$ cat config.mk
export PLATFORM = sky130hd
export DESIGN_NAME = reg_pair_write_arbiter
export DESIGN_NICKNAME = d
export VERILOG_FILES = /design/src/rtl/reg_pair_write_arbiter.sv
export SDC_FILE = /design/constraint.sdc
export NUM_CORES = 1
export LEC_CHECK = 0
export BUFFER_PORTS_ARGS = -buffer_cell sky130_fd_sc_hd__buf_2
export CORE_UTILIZATION = 49
export CTS_CLUSTER_DIAMETER = 200
export DETAILED_ROUTE_END_ITERATION = 12
export HOLD_SLACK_MARGIN = 0.03
export PLACE_DENSITY_LB_ADDON = 0.15
export SLEW_MARGIN = 10
export SYNTH_ARGS = -nofsm -noshare
export SYNTH_HDL_FRONTEND = slang
export SYNTH_SLANG_ARGS = --single-unit
export TNS_END_PERCENT = 50
$ cat constraint.sdc
create_clock -name clk -period 3.4 [get_ports clk]
set_input_delay 0.51 -clock clk [delete_from_list [all_inputs] [get_ports clk]]
set_output_delay 0.51 -clock clk [all_outputs]
set_load 0.01 [all_outputs]
$ cat src/rtl/reg_pair_write_arbiter.sv
// reg_pair_write_arbiter: round-robin write arbiter for a two-register
// DW-bit pair. One write in flight at a time. The winner's data is driven
// onto D1 or D2, the pair's capture edge is waited out, and Q is read back
// before the winner is acknowledged with a readback-mismatch flag.
//
// Ports:
//   clk, rst          rising-edge clock, synchronous active-high reset
//   req[NREQ]         level write requests, held until ack
//   req_sel[NREQ]     target per requester: 0 = register 1, 1 = register 2
//   req_data          per-requester data, slice i = [i*DW +: DW]
//   gnt[NREQ]         one-hot current owner, zero when idle
//   ack[NREQ]         one-hot one-cycle completion pulse
//   err               readback mismatch, coincident with ack
//   busy              high whenever not idle
//   d1, d2            drive the pair's D inputs
//   q1, q2            the pair's Q outputs
module reg_pair_write_arbiter #(
    parameter int NREQ = 4,
    parameter int DW   = 8
) (
    input  logic               clk,
    input  logic               rst,
    input  logic [NREQ-1:0]    req,
    input  logic [NREQ-1:0]    req_sel,
    input  logic [NREQ*DW-1:0] req_data,
    output logic [NREQ-1:0]    gnt,
    output logic [NREQ-1:0]    ack,
    output logic               err,
    output logic               busy,
    output logic [DW-1:0]      d1,
    output logic [DW-1:0]      d2,
    input  logic [DW-1:0]      q1,
    input  logic [DW-1:0]      q2
);

    localparam int PW = $clog2(NREQ);
    localparam logic [PW:0] NREQ_W = (PW+1)'(NREQ);

    typedef enum logic [1:0] {
        S_IDLE,
        S_LOAD,
        S_WAIT,
        S_CHECK
    } state_t;

    state_t            r_state;
    state_t            w_next;
    logic [PW-1:0]     r_ptr;
    logic [PW-1:0]     r_win;
    logic              r_sel;
    logic [DW-1:0]     r_data;
    logic [NREQ-1:0]   r_gnt;
    logic [NREQ-1:0]   r_ack;
    logic              r_err;
    logic [DW-1:0]     r_d1;
    logic [DW-1:0]     r_d2;

    logic [NREQ-1:0]   w_elig;
    logic [2*NREQ-1:0] w_dbl;
    logic [NREQ-1:0]   w_rot;
    logic [PW-1:0]     w_off;
    logic [PW:0]       w_sum;
    logic [PW-1:0]     w_win;
    logic              w_found;
    logic              w_wsel;
    logic [DW-1:0]     w_wdata;
    logic [PW:0]       w_pinc;
    logic [PW-1:0]     w_ptr_nxt;
    logic [DW-1:0]     w_rb;
    logic              w_mis;
    logic              w_busy;

    // A requester whose ack is high this cycle is masked so a request
    // still held during its ack cycle is not granted a second time.
    // Eligible requests are rotated so bit 0 corresponds to r_ptr; the
    // lowest set bit of the rotated vector is the round-robin winner.
    always_comb begin
        w_elig  = req & ~r_ack;
        w_found = |w_elig;
        w_dbl   = {w_elig, w_elig} >> r_ptr;
        w_rot   = w_dbl[NREQ-1:0];
        w_off   = '0;
        for (int k = NREQ - 1; k >= 0; k--) begin
            if (w_rot[k]) begin
                w_off = PW'(k);
            end
        end
        w_sum = {1'b0, r_ptr} + {1'b0, w_off};
        if (w_sum >= NREQ_W) begin
            w_sum = w_sum - NREQ_W;
        end
        w_win = w_sum[PW-1:0];
    end

    // Per-winner target and data.
    always_comb begin
        w_wsel  = 1'b0;
        w_wdata = '0;
        for (int k = 0; k < NREQ; k++) begin
            if (w_win == PW'(k)) begin
                w_wsel  = req_sel[k];
                w_wdata = req_data[k*DW +: DW];
            end
        end
    end

    // Pointer moves to the requester after the one just served.
    always_comb begin
        w_pinc = {1'b0, r_win} + 1'b1;
        if (w_pinc == NREQ_W) begin
            w_pinc = '0;
        end
        w_ptr_nxt = w_pinc[PW-1:0];
    end

    assign w_rb  = r_sel ? q2 : q1;
    assign w_mis = (w_rb != r_data);

    // State register.
    always_ff @(posedge clk) begin
        if (rst) begin
            r_state <= S_IDLE;
        end else begin
            r_state <= w_next;
        end
    end

    // Next-state logic.
    always_comb begin
        w_next = r_state;
        unique case (r_state)
            S_IDLE:  w_next = w_found ? S_LOAD : S_IDLE;
            S_LOAD:  w_next = S_WAIT;
            S_WAIT:  w_next = S_CHECK;
            S_CHECK: w_next = S_IDLE;
            default: w_next = S_IDLE;
        endcase
    end

    // State-decoded outputs.
    always_comb begin
        w_busy = (r_state != S_IDLE);
    end

    // Registered datapath: latches, D outputs, grant/ack/err, pointer.
    always_ff @(posedge clk) begin
        if (rst) begin
            r_ptr  <= '0;
            r_win  <= '0;
            r_sel  <= 1'b0;
            r_data <= '0;
            r_gnt  <= '0;
            r_ack  <= '0;
            r_err  <= 1'b0;
            r_d1   <= '0;
            r_d2   <= '0;
        end else begin
            r_ack <= '0;
            r_err <= 1'b0;
            unique case (r_state)
                S_IDLE: begin
                    if (w_found) begin
                        r_win  <= w_win;
                        r_sel  <= w_wsel;
                        r_data <= w_wdata;
                        r_gnt  <= NREQ'(1) << w_win;
                    end
                end
                S_LOAD: begin
                    if (r_sel) begin
                        r_d2 <= r_data;
                    end else begin
                        r_d1 <= r_data;
                    end
                end
                S_WAIT: begin
                end
                S_CHECK: begin
                    r_ack <= r_gnt;
                    r_err <= w_mis;
                    r_gnt <= '0;
                    r_ptr <= w_ptr_nxt;
                end
                default: begin
                end
            endcase
        end
    end

    assign gnt  = r_gnt;
    assign ack  = r_ack;
    assign err  = r_err;
    assign busy = w_busy;
    assign d1   = r_d1;
    assign d2   = r_d2;

endmodule

Word-level counts from Yosys, hierarchy flattened. Cells that the tools add are included.

Register bits: 40. Input port bits: 58. Output and inout port bits: 26. Logic and storage cells: 58.

Add/sub/neg operators: 3. $lt $le $gt $ge: 1. Eq/ne operators: 9. Shifts and indexed selects: 2. Mux-type cells: 19. Bitwise gates (word level): 4. Reductions and logical operators: 10.

Operators with widths (number): 8-bit 2-to-1 mux (5); 2-bit 2-to-1 mux (6); 2-bit == test, second input constant (4); 8-bit != test (1); 2-bit case mux with 4 select lines (1); 4-bit case mux with 2 select lines (1); 2-bit AND reduction (4); 8-bit by 2-bit right shift with 4-bit output (1); 1-bit 2-to-1 mux (5); 4-bit bitwise AND (1); 2-bit by 1-bit == test with 1-bit output, second input constant (2); 2-bit logical NOT (2); 4-bit 2-to-1 mux (1); 4-bit inverter (1); 2-bit nonzero test (2); 4-bit OR reduction (1); 1-bit by 2-bit left shift with 4-bit output, first input constant (1); 2-bit by 1-bit adder with 3-bit output, second input constant (1); 2-bit by 2-bit adder with 3-bit output (1); 3-bit == test, second input constant (1); 3-bit greater-or-equal comparator, second input constant (1); 2-bit != test, second input constant (1); 1-bit inverter (2); 2-bit OR reduction (1); 2-bit by 1-bit subtractor with 2-bit output, second input constant (1).

Logic depth before layout (Yosys ltp).
Depth after elaboration: 15. Mapped depth: 15. Mapped depth without buffers: 12.

Worst setup path before layout. Ideal clock, no wire load.

Path type: input to register. Start point: input port req[3]. End point: register r_data[0]. Library setup time: 0.134 ns. Data arrival time: 2.685 ns. Data required time: 3.266 ns. Setup slack: 0.581 ns. Stages on the path: 14. Buffers on the path: 2. Cell sequence: nand2b_1 o21ai_0 nor2b_1 nor2_1 a21oi_1 o32ai_1 ha_1 clkbuf_1 buf_1 nand2_1 nor3_1 a21oi_2 o221ai_1 o211ai_1.

Cells in the longest elaborated chain, start to end: 14. Elaborated cells on any way between the ends: 20. Classes of those cells: add/sub: 2; order compare: 1; eq/ne: 3; shift: 1; mux: 9; bitwise: 1; reduce/logical: 3.

Ends and longest elaborated chain: start: declaration (RTL line 23) `input logic [NREQ-1:0] req,`; 4-bit bitwise AND (*) (RTL line 78) `w_elig = req & ~r_ack;`; 8-bit by 2-bit right shift with 4-bit output (RTL line 80) `w_dbl = {w_elig, w_elig} >> r_ptr;`; 2-bit 2-to-1 mux (4 in series) (RTL line 84) `if (w_rot[k]) begin`; 2-bit by 2-bit adder with 3-bit output (RTL line 88) `w_sum = {1'b0, r_ptr} + {1'b0, w_off};`; 3-bit greater-or-equal comparator / 2-bit by 1-bit subtractor with 2-bit output (equally long branches) (RTL line 89, 90); 2-bit 2-to-1 mux (RTL line 89) `if (w_sum >= NREQ_W) begin`; 2-bit logical NOT (RTL line 100) `if (w_win == PW'(k)) begin`; 8-bit 2-to-1 mux (4 in series) (RTL line 100); end signal: assignment (RTL line 165) `r_data <= w_wdata;`; end: declaration (RTL line 51) `logic [DW-1:0] r_data;`.

Mark *: on every way between the ends. The rest lies on a longest branch, timed or not. A chain may end at the register's enable or synchronous reset.

Final worst setup path.
Start point: register r_ptr[0]. End point: register r_sel.

Cells in the longest elaborated chain, start to end: 13. Elaborated cells on any way between the ends: 17. Classes of those cells: add/sub: 2; order compare: 1; eq/ne: 3; shift: 1; mux: 9; reduce/logical: 1.

Ends and longest elaborated chain: start: declaration (RTL line 48) `logic [PW-1:0] r_ptr;`; start signal: assignment (RTL line 182) `r_ptr <= w_ptr_nxt;`; 8-bit by 2-bit right shift with 4-bit output (RTL line 80); 2-bit 2-to-1 mux (4 in series) (RTL line 84); 2-bit by 2-bit adder with 3-bit output (*) (RTL line 88); 3-bit greater-or-equal comparator / 2-bit by 1-bit subtractor with 2-bit output (equally long branches) (RTL line 89, 90); 2-bit 2-to-1 mux (*) (RTL line 89); 2-bit logical NOT (RTL line 100); 1-bit 2-to-1 mux (3 in series) (RTL line 100); 1-bit 2-to-1 mux (*) (RTL line 100); end signal: assignment (RTL line 164) `r_sel <= w_wsel;`; end: declaration (RTL line 50) `logic r_sel;`.

Marks and branches as above.

==> impl_metrics.tcl <==
set metrics [dict create \
    antenna_found_initial 0 \
    combPwrFrac 0.327 \
    drive_gt1_frac 0.286 \
    setup_viol 0 \
    synth_top_family_by_area "compound AO/OA/AOI/OAI gates" \
    cts_buffers 5 \
    first_pass_iters 4 \
    clockBufferDepth 2 \
    p_int_mw 0.990 \
    p_per_area_nw_per_um2 570 \
    netlist_instances 257 \
    status "finished, final reports clean" \
    clockRootBuffer "clkbuf_8" \
    port_buffers 83 \
    synth.area.top_cells "dfxtp_1 (36%), mux2i_1 (13%), nand2_1 (7.0%), a21oi_1 (6.6%), o211ai_1 (5.1%)" \
    slew_violations 0 \
    dieWidth_um 69.2 \
    ioPinCount 84 \
    crit_path_top_delay_cell "o311a_1" \
    p_sw_frac 0.362 \
    r2r_cells 11 \
    insertion_delay_ns 0.30 \
    critPathLaunchType "flop" \
    worstSetupPathType "flop to flop" \
    grt_max_degree 27 \
    p_clk_frac 0.250 \
    cts-resized-gates 0 \
    rr_startpoint "r_ptr[0]" \
    synth_xor_area_frac 0.0441 \
    min_path_type "flop to flop" \
    cp.arrival_ns 2.87 \
    via_per_inst 5.55 \
    synth-adder-area-share 0.0447 \
    syn_area_per_cell_um2 8.61 \
    seq_area_frac_synth 0.362 \
    synthMuxAreaShare 0.131 \
    rows 24 \
    vias 2130 \
    ctsHoldBuffers 0 \
    synth-seq-cells 40 \
    fp.coreArea_um2 4350 \
    wl_um 5800 \
    max_clock_freq_mhz 370 \
    p_leak_nw 1.19 \
    required_ns 3.56 \
    syn-num-nets 322 \
    die_h_um 69.2 \
    final_common_cell "buf_2" \
    grt_pass1_vias 1971 \
    diodes 0 \
    worstSetupStartpoint "r_ptr[0]" \
    switchingPower_mw 0.561 \
    cp-end-kind "flop" \
    skew_ns 0.00615 \
    postCtsSetupBuffers 0 \
    postRouteAntennaNets 0 \
    grt_overflow_total 0 \
    drc 0 \
    synth_area_um2 2210 \
    worst_slack_ns 0.696 \
    hpwl_um 4310 \
    crit_end "r_sel" \
    nNetsFinal 396 \
    clkSinkCount 40 \
    cts_tree "yes" \
    timing.setup.tns_ns 0 \
    initial_core_util 0.508 \
    yosysTopAreaCell "dfxtp_1" \
    yosys.cell_types.count 36 \
    drt-initial-drc-count 111 \
    grt_usage 0.245 \
    regToRegEndpoint "r_sel" \
    path_clk_slew_ns 0.08 \
    period_needed_ns 2.70 \
    crit_chain "or3b_1 > o21ai_0 > nor2_1 > a21oi_1 > o32ai_1 > ha_1 > inv_1 > nand2_1 > o311a_1 > o221ai_1 > o211ai_1" \
    yosys.area.top_type_share 0.362 \
    gp_congestion 0.840 \
    hold_viol_final 0 \
    rrSetupSlack_ns 0.70 \
    syn2layout_area_growth_pct 23.0 \
    yosys.area_share.simple 0.176 \
    synth_compound_gate_area_share 0.193 \
    wl_per_cell_um 15.1 \
    ir_drop_v 0.000277 \
    slowest_delay_ns 0.46 \
    period_share 0.795 \
    mostFrequentLayoutCells "buf_2 (83), nand2_1 (41), dfxtp_1 (40), a21oi_1 (29), mux2i_1 (29)" \
    p_seq_frac 0.423 \
    relSlewSlack 0.413 \
    dieArea_um2 4790 \
    drv_cap 0 \
    worst_pin_slew_ns 0.879 \
    cts_max_level 2 \
    yosys_warnings 0 \
    grt_pass1_wl_um 9260 \
    path_max_fanout 10 \
    rsz0062_at_grt "no" \
    dp_slack_ns 0.581 \
]
flip-flops by register name, indices dropped and copies added, names as in the netlist, 2 cells and up:
| name | count |
|---|---|
| d2 | 8 |
| ack | 4 |
| d1 | 8 |
| r_data | 8 |
| gnt | 4 |
| r_state | 2 |
| r_ptr | 2 |
| r_win | 2 |
logic make-up (layout without fill, tap and decap cells):
logic type	after synthesis	count (layout)
mux	29	29
compound gates	65	65
simple gates	83	83
flops	40	40
buf+inv	23	98
xor+xnor	9	9
fa+ha+maj	8	8
layer usage:
metal  GRT usage  up-vias  share of wire
met5           0        -              0
met4       0.107        0          0.022
met3      0.0509       13          0.064
met2       0.374       83           0.46
met1       0.335      967           0.46
li1            -     1067              -
cell type report:
type	instances	area (um^2)
timing repair buffer	84	423
clock inverter	2	35.0
clock buffer	6	72.6
multi-input combinational	194	1300
tap	52	65.1
fill	410	1630
inverter	6	22.5
sequential	40	801
per-stage QoR:
stage	power (mW)	util	instances	instance area (um^2)	hold slack, ns
after global placement	1.16	0.601	376	2620	0.442
after detailed placement	1.17	0.601	376	2620	0.444
after global routing	1.64	0.625	384	2720	0.470
after CTS	1.56	0.625	384	2720	0.455
after floorplan	1.01	-	257	2210	0.454
final	1.55	0.625	384	2720	0.453
cell usage after synthesis (all sizes together):
cell    count
and2        5
o21a        1
o221ai      9
inv         6
nand2b      5
xnor2       9
a211oi      1
nand2      41
o311a       1
maj3        1
nor2b       3
nand3b      4
nand3       9
a21boi      1
clkbuf     12
ha          7
and3        1
a41o        1
nor3        2
mux2i      29
o31ai       2
dfxtp      40
or3         1
nor2        8
or3b        1
a21oi      30
nand4       1
nor4        2
o32ai       1
o211ai     15
o21ai       3
buf         5
power by group through the flow:
| stage | registers (mW) | logic (mW) | clock network, mW |
|---|---|---|---|
| 2_1_floorplan | 0.620 | 0.393 | 0 |
| 3_3_place_gp | 0.663 | 0.494 | 0 |
| 3_5_place_dp | 0.666 | 0.506 | 0 |
| 4_1_cts | 0.656 | 0.508 | 0.396 |
| 5_1_grt | 0.670 | 0.559 | 0.416 |
| 6_report | 0.657 | 0.506 | 0.388 |
critical path: cells and delay by family (launching register included):
kind / cells / cell delay, ns
buffers and inverters: 1 / 0.13
adders and majority gates: 1 / 0.31
DFF: 1 / 0.40
and+or+nand+nor: 3 / 0.56
AOI/OAI and AO/OA: 6 / 1.17
worst min-delay path by stage:
stage | startpoint | cells past startpoint | to | slack [ns]
finish | d2[7] | 2 | d2[7] | 0.45
global route | d1[3] | 2 | d1[3] | 0.47
CTS | d2[2] | 2 | d2[2] | 0.46
detailed placement | d2[2] | 2 | d2[2] | 0.44
global placement | d1[7] | 2 | d1[7] | 0.44
floorplan | r_win[0] | 2 | r_win[0] | 0.45
Power figures use the tool's default switching activity.
